--- config.mk ---
export PLATFORM = sky130hd
export DESIGN_NAME = llr_user_sched_ctrl
export DESIGN_NICKNAME = d
export VERILOG_FILES = /design/src/rtl/llr_user_sched_ctrl.sv
export SDC_FILE = /design/constraint.sdc
export NUM_CORES = 1
export LEC_CHECK = 0
export ABC_AREA = 1
export BUFFER_PORTS_ARGS = -buffer_cell sky130_fd_sc_hd__buf_4
export CORE_MARGIN = 3
export CORE_UTILIZATION = 35
export CTS_BUF_LIST = sky130_fd_sc_hd__clkbuf_2
export DETAILED_ROUTE_END_ITERATION = 10
export SYNTH_ARGS = -nofsm -noshare
export SYNTH_HDL_FRONTEND = slang
export SYNTH_SLANG_ARGS = --single-unit
--- constraint.sdc ---
create_clock -name i_core_clk -period 3.52 [get_ports i_core_clk]
set_input_delay 0.704 -clock i_core_clk [delete_from_list [all_inputs] [get_ports i_core_clk]]
set_output_delay 0.704 -clock i_core_clk [all_outputs]
set_load 0.005 [all_outputs]
--- src/rtl/llr_user_sched_ctrl.sv ---
// llr_user_sched_ctrl: per-user sequencer in front of the slow PHY-to-LLR sender.
// Queues user descriptors, drives the sender's static config, pulses its FSM
// reset before each user, counts IQ FIFO reads (4 REs each) to detect
// completion, and reports each finished user upstream.
// Ports: i_core_clk/i_rx_rst (async active-high); i_enable gates new users;
//   i_desc_* / o_desc_ready = descriptor push; o_rx_fsm_rstn and
//   o_user_iq_noise_rate / o_cur_user_re_amounts = sender control/config;
//   i_iq_fifo_rd_en / i_data_strobe = monitored sender activity;
//   o_busy, o_user_done, o_done_user_id, o_done_re_count, o_user_skip = status.
// Optional build macro LLR_SCHED_TIMEOUT_EN: adds a RUN/DRAIN inactivity
//   timeout and the o_err_timeout output (pulses with o_user_done).
module llr_user_sched_ctrl #(
   parameter int DESC_DEPTH     = 4,
   parameter int RST_CYCLES     = 2,
   parameter int TIMEOUT_CYCLES = 4096
) (
   input  logic        i_core_clk,
   input  logic        i_rx_rst,
   input  logic        i_enable,
   input  logic        i_desc_valid,
   output logic        o_desc_ready,
   input  logic [15:0] i_desc_re_amounts,
   input  logic [15:0] i_desc_iq_noise_rate,
   input  logic [7:0]  i_desc_user_id,
   output logic        o_rx_fsm_rstn,
   output logic [15:0] o_user_iq_noise_rate,
   output logic [15:0] o_cur_user_re_amounts,
   input  logic        i_iq_fifo_rd_en,
   input  logic        i_data_strobe,
   output logic        o_busy,
   output logic        o_user_done,
   output logic [7:0]  o_done_user_id,
   output logic [15:0] o_done_re_count,
   output logic        o_user_skip
`ifdef LLR_SCHED_TIMEOUT_EN
   ,
   output logic        o_err_timeout
`endif
);

   localparam int AW = $clog2(DESC_DEPTH);
   localparam int RW = $clog2(RST_CYCLES + 1);

   typedef enum logic [2:0] {
      S_IDLE,
      S_LOAD,
      S_RST,
      S_RUN,
      S_DRAIN,
      S_DONE
   } state_t;

   state_t state, state_nx;

   logic [15:0] q_re   [DESC_DEPTH];
   logic [15:0] q_rate [DESC_DEPTH];
   logic [7:0]  q_id   [DESC_DEPTH];

   logic [AW:0]   wr_ptr, rd_ptr;
   logic          full, empty, push, pop;
   logic [15:0]   head_re, head_rate;
   logic [7:0]    head_id;
   logic          head_skip;
   logic [RW-1:0] rst_cnt;
   logic [15:0]   re_cnt, cnt_inc, cnt_nx;
   logic [16:0]   cnt_sum;
   logic [7:0]    cur_id;
   logic          skip_q;

   // Pointers carry one wrap bit so full and empty are distinguishable.
   assign full  = (wr_ptr[AW] != rd_ptr[AW]) &&
                  (wr_ptr[AW-1:0] == rd_ptr[AW-1:0]);
   assign empty = (wr_ptr == rd_ptr);

   // Ready is forced low while reset is held so every output reads 0.
   assign o_desc_ready = ~full & ~i_rx_rst;
   assign push         = i_desc_valid & o_desc_ready;
   assign pop          = (state == S_LOAD);

   assign head_re   = q_re[rd_ptr[AW-1:0]];
   assign head_rate = q_rate[rd_ptr[AW-1:0]];
   assign head_id   = q_id[rd_ptr[AW-1:0]];
   assign head_skip = (head_re == 16'd0) | (head_rate == 16'd0);

   always_ff @(posedge i_core_clk) begin
      if (push) begin
         q_re[wr_ptr[AW-1:0]]   <= i_desc_re_amounts;
         q_rate[wr_ptr[AW-1:0]] <= i_desc_iq_noise_rate;
         q_id[wr_ptr[AW-1:0]]   <= i_desc_user_id;
      end
   end

   always_ff @(posedge i_core_clk or posedge i_rx_rst) begin
      if (i_rx_rst) begin
         wr_ptr <= '0;
         rd_ptr <= '0;
      end else begin
         if (push) wr_ptr <= wr_ptr + 1'b1;
         if (pop)  rd_ptr <= rd_ptr + 1'b1;
      end
   end

   // Each read delivers 4 REs; the count saturates instead of wrapping.
   assign cnt_sum = {1'b0, re_cnt} + 17'd4;
   assign cnt_inc = cnt_sum[16] ? 16'hFFFF : cnt_sum[15:0];
   assign cnt_nx  = ((state == S_RUN) && i_iq_fifo_rd_en) ? cnt_inc : re_cnt;

`ifdef LLR_SCHED_TIMEOUT_EN
   localparam int TW = $clog2(TIMEOUT_CYCLES + 1);
   logic [TW-1:0] idle_cnt;
   logic          tmo_hit, tmo_take, tmo_q;

   assign tmo_hit = ((state == S_RUN) || (state == S_DRAIN)) &&
                    !i_iq_fifo_rd_en &&
                    (idle_cnt == TW'(TIMEOUT_CYCLES - 1));
`endif

   always_comb begin
      state_nx = state;
`ifdef LLR_SCHED_TIMEOUT_EN
      tmo_take = 1'b0;
`endif
      unique case (state)
         S_IDLE:  if (!empty && i_enable) state_nx = S_LOAD;
         S_LOAD:  state_nx = head_skip ? S_DONE : S_RST;
         S_RST:   if (rst_cnt == RW'(RST_CYCLES - 1)) state_nx = S_RUN;
         S_RUN:   if (cnt_nx >= o_cur_user_re_amounts) state_nx = S_DRAIN;
         S_DRAIN: if (!i_data_strobe) state_nx = S_DONE;
         S_DONE:  state_nx = S_IDLE;
         default: state_nx = S_IDLE;
      endcase
`ifdef LLR_SCHED_TIMEOUT_EN
      // Timeout only wins when the normal flow would stay put.
      if (tmo_hit && (state_nx == state)) begin
         tmo_take = 1'b1;
         state_nx = S_DONE;
      end
`endif
   end

   always_ff @(posedge i_core_clk or posedge i_rx_rst) begin
      if (i_rx_rst) begin
         state                 <= S_IDLE;
         rst_cnt               <= '0;
         re_cnt                <= '0;
         cur_id                <= '0;
         skip_q                <= 1'b0;
         o_user_iq_noise_rate  <= '0;
         o_cur_user_re_amounts <= '0;
      end else begin
         state <= state_nx;
         if (state == S_LOAD) begin
            o_user_iq_noise_rate  <= head_rate;
            o_cur_user_re_amounts <= head_re;
            cur_id                <= head_id;
            skip_q                <= head_skip;
            re_cnt                <= '0;
            rst_cnt               <= '0;
         end else begin
            re_cnt <= cnt_nx;
            if (state == S_RST) rst_cnt <= rst_cnt + 1'b1;
         end
      end
   end

`ifdef LLR_SCHED_TIMEOUT_EN
   // Idle counter restarts on every read and on every state change.
   always_ff @(posedge i_core_clk or posedge i_rx_rst) begin
      if (i_rx_rst) begin
         idle_cnt <= '0;
         tmo_q    <= 1'b0;
      end else begin
         if ((state_nx != state) || i_iq_fifo_rd_en)
            idle_cnt <= '0;
         else if ((state == S_RUN) || (state == S_DRAIN))
            idle_cnt <= idle_cnt + 1'b1;
         if (tmo_take)
            tmo_q <= 1'b1;
         else if (state == S_LOAD)
            tmo_q <= 1'b0;
      end
   end

   assign o_err_timeout = o_user_done & tmo_q;
`endif

   assign o_rx_fsm_rstn   = (state == S_RUN) || (state == S_DRAIN);
   assign o_busy          = (state != S_IDLE);
   assign o_user_done     = (state == S_DONE);
   assign o_done_user_id  = o_user_done ? cur_id : 8'd0;
   assign o_done_re_count = o_user_done ? re_cnt : 16'd0;
   assign o_user_skip     = o_user_done & skip_q;

endmodule

==> impl_metrics.py, run 1 <==
metrics = {
    "clocking": {
        "cts_max_level": 2,
        "cts_resized": 0,
        "cts_tree": "built",
        "numCtsBuffers": 56,
        "cts_setup_buffers": 0,
        "clock_latency_ns": 0.83,
        "clk_transition_reported_paths_ns": 0.12,
        "cts_sinks": 228,
        "root_buffer": "clkbuf_2",
        "cts_buffer_depth": 3,
    },
    "global_routing": {
        "grt_pass1_wl_um": 37500,
        "antenna_found_initial": 2,
        "grt_max_degree": 69,
        "grt-ovfl-total": 0,
        "grtUsageTotal": 0.153,
        "grt_pass1_vias": 6990,
    },
    "setup_path": {
        "path_cells": "inv_1 > nor3_1 > inv_2 > nor2_1 > buf_4",
        "crit_path_top_delay_cell": "dfrtp_1",
        "worstPathRequired_ns": 2.82,
        "max_stage_delay_ns": 0.42,
        "cp_top_family": "buffers and inverters",
        "cp.arrival_ns": 2.17,
        "critPathCaptureType": "primary output",
        "cp-start-kind": "register",
        "crit_path_max_fanout": 25,
        "worst-path-buf-inv": 3,
        "path_class": "register to primary output",
    },
    "timing": {
        "finalSetupViolCount": 0,
        "finalClockSkew_ns": 0.0635,
        "fin_crit_sh": 0.817,
        "maxSlewHeadroom": 0.297,
        "slew_violations": 0,
        "rsz0062_at_grt": "false",
        "hold_viol_final": 0,
        "clock.fmax_mhz": 348,
        "min_period_ns": 2.88,
        "totalNegativeSetupSlack_ns": 0,
        "whs_ns": 0.0977,
        "worstMarginPinSlew_ns": 1.05,
    },
    "synth": {
        "synth_edf_count": 160,
        "syn_nets": 1013,
        "yosys.area.top_type": "edfxtp_1",
        "dominantRegCellSynth": "edfxtp_1",
        "synthTopCellsByArea": "edfxtp_1 (49%), dfrtp_1 (17%), nand2_1 (11%)",
        "syn_inst": 944,
        "ys_ff_latch": 228,
        "netlist_area_sq_um": 9890,
        "syn_area_per_cell_sq_um": 10.5,
        "ys_warn_count": 0,
        "synth.distinct_cells": 33,
        "seq_area_frac_synth": 0.658,
        "async_flop_share": 0.298,
        "synth_top_area_frac": 0.486,
    },
    "hold_path": {
        "hold_class": "primary input to register",
    },
    "routing": {
        "drtIter0Drc": 591,
        "vias": 6985,
        "drtPass1Iterations": 4,
        "drc": 0,
        "wirelength_um": 23100,
        "route.antenna.remaining_nets": 0,
        "vias_per_cell": 4.57,
        "wl_per_cell_um": 15.2,
    },
    "floorplanning": {
        "initial_core_util": 0.361,
        "ioPinCount": 107,
        "die_h_um": 174,
        "core-area_sq_um": 27400,
        "die_x_um": 174,
        "row_count": 60,
        "fp.dieArea_sq_um": 30300,
    },
    "pwr": {
        "p_leak_nw": 5.19,
        "irDropWorstVdd_mv": 0.347,
        "power.total_w": 0.00860,
        "pwr_density_cell_nw_per_um2": 725,
    },
    "finish": {
        "fin_cells": 1527,
        "drive_above_1_share": 0.206,
        "area_growth_pct": 19.8,
        "num-nets-final": 1175,
    },
    "run_status": {
        "status": "completed",
    },
    "place": {
        "routabilityCongestion": 0.832,
        "portBuffers": 106,
        "dp_hpwl_um": 14600,
        "placed_cells": 1395,
    },
    "job": {
        "maxCapViolCount": 0,
    },
}
logic make-up (layout without fill, tap and decap cells):
logic type	after synthesis	count (layout)	synth area share
flip-flops	228	228	0.658
AND/OR/NAND/NOR	453	453	0.191
XOR/XNOR	11	11	0.00974
adder cells (fa/ha/maj)	23	23	0.0291
other	0	2	0
buffers and inverters	129	338	0.0597
AO/OA/AOI/OAI	100	100	0.0529
final cells by class:
cell class / count / area (sq um)
Clock buffer: 89 / 445
Multi-Input combinational cell: 587 / 2830
Clock inverter: 16 / 92.6
Inverter: 87 / 332
Fill cell: 2690 / 15500
Tap cell: 372 / 465
Sequential cell: 228 / 6510
Antenna cell: 2 / 5.00
Timing Repair Buffer: 146 / 1180
repair_timing:
| action | 4_1_cts | 5_1_grt |
|---|---|---|
| setup endpoints to repair | 0 | 0 |
| hold endpoints to repair | 82 | 3 |
| hold buffers | 23 | 2 |
synthesized netlist by cell type, types with 2 or more instances:
master and number:
o21ai_0 68, buf_6 7, o22ai_1 8, buf_2 14, nand3b_1 2, nand3_2 2
xor2_1 8, nor3_1 6, inv_2 7, a21oi_1 16, nor2_1 67, clkbuf_1 10
buf_4 9, a31oi_1 4, nand2_1 278, o21bai_1 2, edfxtp_1 160, inv_1 79
dfrtp_1 68, ha_1 23, nand3_1 85, xnor2_1 3, nand4_2 2, nand4_1 7
flip-flops by register name, indices dropped and copies added (netlist names), 2 cells and up:
name	count
q_re	64
q_id	32
state	3
o_user_iq_noise_rate	16
o_cur_user_re_amounts	16
wr_ptr	3
re_cnt	16
q_rate	64
cur_id	8
rst_cnt	2
rd_ptr	3
layout by cell type (no fill, tap or decap), types with 11 or more instances in the layout:
cell and instances:
nand2_1 278, edfxtp_1 160, buf_4 119, clkbuf_2 89, nand3_1 85, inv_1 77, o21ai_0 68, dfrtp_1 67
nor2_1 64, dlygate4sd3_1 25, ha_1 23, a21oi_1 16, clkinv_1 11
power by group:
group / internal (W) / total, W / switching (W)
logic: 0.00109 / 0.00305 / 0.00196
clock network: 0.000743 / 0.00179 / 0.00104
registers: 0.00342 / 0.00376 / 0.000346
total: 0.00525 / 0.00860 / 0.00335
worst register-to-register path, delay by kind of cell, from the launching register on:
kind | cells | cell delay [ns]
DFF | 1 | 0.44
and+or+nand+nor | 13 | 1.57
adders and majority gates | 1 | 0.26
buffers and inverters | 2 | 0.29
AOI/OAI and AO/OA | 1 | 0.17
per-stage QoR:
stage / area [sq um] / utilization / setup slack [ns]
floorplan: 9910 / - / 0.271
global placement: 11100 / 0.404 / 0.472
detailed placement: 11100 / 0.404 / 0.516
CTS: 11800 / 0.432 / 0.510
global route: 11900 / 0.433 / 0.274
finish: 11900 / 0.433 / 0.643
path summary, 6_finish.rpt:
path / from / to / slack, ns / cells after the start
worst min register to register: wr_ptr[2]$_DFFE_PP0P_ / wr_ptr[2]$_DFFE_PP0P_ / 0.50 / 1
min in group asynchronous: i_rx_rst / cur_id[6]$_DFFE_PP0N_ / 0.42 / 3
worst max register to register: state[2]$_DFFE_PP0P_ / state[1]$_DFFE_PP0P_ / 0.68 / 17
worst max-delay path: state[0]$_DFFE_PP0P_ / o_done_user_id[1] / 0.64 / 5
max in group asynchronous: i_rx_rst / o_user_iq_noise_rate[10]$_DFFE_PP0N_ / 2.02 / 4
worst min-delay path: i_desc_re_amounts[9] / q_re[1][9]$_DFFE_PP_ / 0.1 / 1
metal layers:
layer	vias to the layer above	routed length, um	global-route usage	share of wire
met3	29	1320	0.0343	0.057
met1	3241	10800	0.208	0.47
met5	-	0	0	0
li1	3524	-	-	-
met2	191	10700	0.247	0.46
met4	0	331	0.0429	0.014
(Power assumes the default switching activity.)
==> run 2: changes to the inputs <==
ABC_AREA = 0   (was 1)
clock period = 2.8 ns   (was 3.52 ns; I/O delays follow)
==> run 2 against run 1 <==
Setup slack lost 0.61 ns. Clock skew fell by 0.0065 ns. Total power rose by 22%. Core utilization is 2.1 points higher. Register-to-register slack worse by 0.65 ns. Clock-buffer cell count decreased by 1. Global-route usage is 0.99 points lower. Sequential power is 24% higher. Worst hold slack better by 0.065 ns. Combinational power rose by 21%. Via count decreased by 20%. Highest routed layer unchanged.
==> impl_metrics.py, run 2 <==
metrics = {
    "global_routing": {
        "grt_pass1_vias": 5912,
        "grtUsageTotal": 0.143,
        "grt_pass1_wl_um": 32300,
        "antenna_found_initial": 0,
        "grt_max_degree": 52,
        "grt-ovfl-total": 0,
    },
    "synth": {
        "synth_edf_count": 160,
        "netlist_area_sq_um": 9400,
        "syn_area_per_cell_sq_um": 16.4,
        "synth_top_area_frac": 0.511,
        "async_flop_share": 0.298,
        "syn_nets": 642,
        "yosys.area.top_type": "edfxtp_1",
        "synthTopCellsByArea": "edfxtp_1 (51%), dfrtp_1 (18%), mux4_2 (9.6%)",
        "synth_most_common_cell": "edfxtp_1",
        "syn_inst": 573,
        "synth.distinct_cells": 42,
        "synth_common_cells": "edfxtp_1 (160), dfrtp_1 (68), mux4_2 (40), nand2_1 (38), and2_1 (33)",
        "ys_warn_count": 0,
        "dominantRegCellSynth": "edfxtp_1",
        "seq_area_frac_synth": 0.692,
        "ys_ff_latch": 228,
    },
    "timing": {
        "clock.fmax_mhz": 361,
        "hold_viol_final": 0,
        "maxSlewHeadroom": 0.646,
        "rsz0062_at_grt": "true",
        "fin_crit_sh": 0.989,
        "worst_slack_ns": 0.0314,
        "finalClockSkew_ns": 0.0570,
        "whs_ns": 0.162,
        "worstMarginPinSlew_ns": 0.527,
        "min_period_ns": 2.77,
        "finalSetupViolCount": 0,
        "slew_violations": 0,
    },
    "routing": {
        "vias_per_cell": 4.77,
        "wl_per_cell_um": 17.7,
        "wl_met2_um": 9770,
        "drtIter0Drc": 309,
        "wl_met3_um": 1210,
        "m1WireLength_um": 9510,
        "wirelength_um": 20800,
        "top_layer": "met4",
        "drc": 0,
        "drtPass1Iterations": 4,
        "route.antenna.remaining_nets": 0,
        "vias": 5607,
    },
    "place": {
        "dpl-instance-area_sq_um": 10800,
        "portBuffers": 106,
        "routabilityCongestion": 0.859,
        "pre_cts_ws_ns": -0.253,
        "placed_cells": 1018,
        "dp_hpwl_um": 13700,
    },
    "setup_path": {
        "crit_path_max_fanout": 4,
        "worst-path-buf-inv": 1,
        "critPathCaptureType": "register",
        "worstPathRequired_ns": 3.53,
        "cp-start-kind": "register",
        "reg2reg_depth": 13,
        "r2r-start": "state[2]$_DFFE_PP0P_",
        "crit_top_cell": "a21o_1",
        "max_stage_delay_ns": 0.40,
        "cp.arrival_ns": 3.49,
        "path_cells": "and4b_1 > and3_4 > nand3_2 > buf_4 > xor2_1 > nand2_1 > ha_1 > a21o_1 > a21o_1 > a21oi_1 > nor2_1 > o32ai_1 > a21o_1",
        "crit_path_top_delay_cell": "dfrtp_1",
        "cp_top_family": "compound AO/OA/AOI/OAI gates",
        "path_class": "register to register",
        "reg2reg_slack_ns": 0.03,
        "r2r-end": "state[1]$_DFFE_PP0P_",
    },
    "finish": {
        "final_common_cell": "edfxtp_1",
        "num-nets-final": 860,
        "drive_above_1_share": 0.390,
        "fin_cells": 1175,
        "insertedDiodeCount": 0,
        "fin_area_sq_um": 11900,
        "final_cell_mix": "edfxtp_1 (160), buf_4 (134), clkbuf_2 (88)",
        "area_growth_pct": 26.6,
    },
    "floorplanning": {
        "core-area_sq_um": 26200,
        "die_x_um": 170,
        "ioPinCount": 107,
        "fp.dieArea_sq_um": 28800,
        "row_count": 59,
        "die_h_um": 170,
        "initial_core_util": 0.359,
    },
    "pwr": {
        "irDropWorstVdd_mv": 0.455,
        "p_leak_nw": 4.76,
        "pwr_density_cell_nw_per_um2": 884,
    },
    "clocking": {
        "cts_tree": "built",
        "root_buffer": "clkbuf_2",
        "clock_latency_ns": 0.82,
        "numCtsBuffers": 58,
        "cts_max_level": 2,
        "clk_transition_reported_paths_ns": 0.10,
        "cts_buffer_depth": 3,
        "cts_sinks": 228,
    },
    "run_status": {
        "status": "completed",
    },
    "hold_path": {
        "hold_class": "primary input to register",
        "worstHoldStart": "i_desc_valid",
        "hold_end": "wr_ptr[1]$_DFFE_PP0P_",
        "worstHoldPathCells": 3,
    },
    "job": {
        "maxCapViolCount": 0,
    },
}
[run 2: changes by cell type after synthesis, sizes merged, moves of 4 or more]
cell / previous run / this run
a21o: 0 / 4
and2: 0 / 33
and3: 0 / 8
buf: 31 / 12
inv: 86 / 25
mux2: 0 / 26
mux4: 0 / 40
nand2: 279 / 38
nand3: 87 / 9
nor2: 69 / 13
nor4: 0 / 8
o21ai: 69 / 25
o22ai: 8 / 0
xnor2: 3 / 7
[run 2: worst reg2reg max path: cells and delay by family (launching register included)]
family	cells	cell delay (ns)
AOI/OAI and AO/OA	5	0.91
xor gates and xnor gates	1	0.16
adders and majority gates	1	0.29
buffers and inverters	1	0.16
DFF	1	0.40
and+or+nand+nor	5	0.79
[run 2: per-layer routing]
layer,up-vias,global-route usage
met4,0,0.0448
li1,2657,-
met2,167,0.225
met3,35,0.0318
met5,-,0
met1,2748,0.200
[run 2: how the worst max path moves through the flow]
stage,slack (ns),start,cells after the start,to
2_1_floorplan,0.004,i_iq_fifo_rd_en,12,state[1]$_DFFE_PP0P_
3_3_place_gp,-0.20,i_iq_fifo_rd_en,14,state[0]$_DFFE_PP0P_
3_5_place_dp,-0.25,i_iq_fifo_rd_en,14,state[0]$_DFFE_PP0P_
4_1_cts,0.003,state[2]$_DFFE_PP0P_,13,state[0]$_DFFE_PP0P_
5_1_grt,-0.08,re_cnt[10]$_DFF_PP0_,10,state[0]$_DFFE_PP0P_
6_report,0.03,state[2]$_DFFE_PP0P_,13,state[1]$_DFFE_PP0P_
[run 2: timing repair]
item                                   4_1_cts  5_1_grt
endpoints found under the hold margin      180        0
setup buffers                                2        4
pin swaps                                    1        9
hold buffers                                41        0
gates cloned                                 0        1
gates resized for setup                      4       18
setup endpoints to repair                    4       29
[run 2: report_power, final]
group	internal, W	switching [W]
logic	0.00187	0.00183
registers	0.00431	0.000346
clock network	0.000842	0.00131
total	0.00703	0.00348
[run 2: logic make-up (layout without fill, tap and decap cells)]
kind of cell,Yosys count,count (layout),synth area share
compound gates,59,59,0.0372
xor+xnor,15,15,0.0140
fa+ha+maj,23,23,0.0306
buf+inv,51,318,0.0253
flops,228,228,0.692
mux,68,68,0.129
simple gates,129,129,0.0714
[run 2: metrics by stage]
| step | util | power, W | setup TNS [ns] |
|---|---|---|---|
| after global placement | 0.412 | 0.00819 | -0.546 |
| after CTS | 0.449 | 0.0106 | 0 |
| after global routing | 0.454 | 0.0112 | -0.213 |
| after floorplan | - | 0.00689 | 0 |
| after detailed placement | 0.412 | 0.00829 | -0.678 |
| final | 0.454 | 0.0105 | 0 |
[run 2: final cells by class]
cell class | count | area [sq um]
clock buffer | 88 | 440
clock inverter | 21 | 82.6
fill | 2364 | 14300
inverter | 25 | 93.8
multi-input combinational | 294 | 2750
sequential | 228 | 6510
tap | 335 | 419
timing repair buffer | 184 | 1600
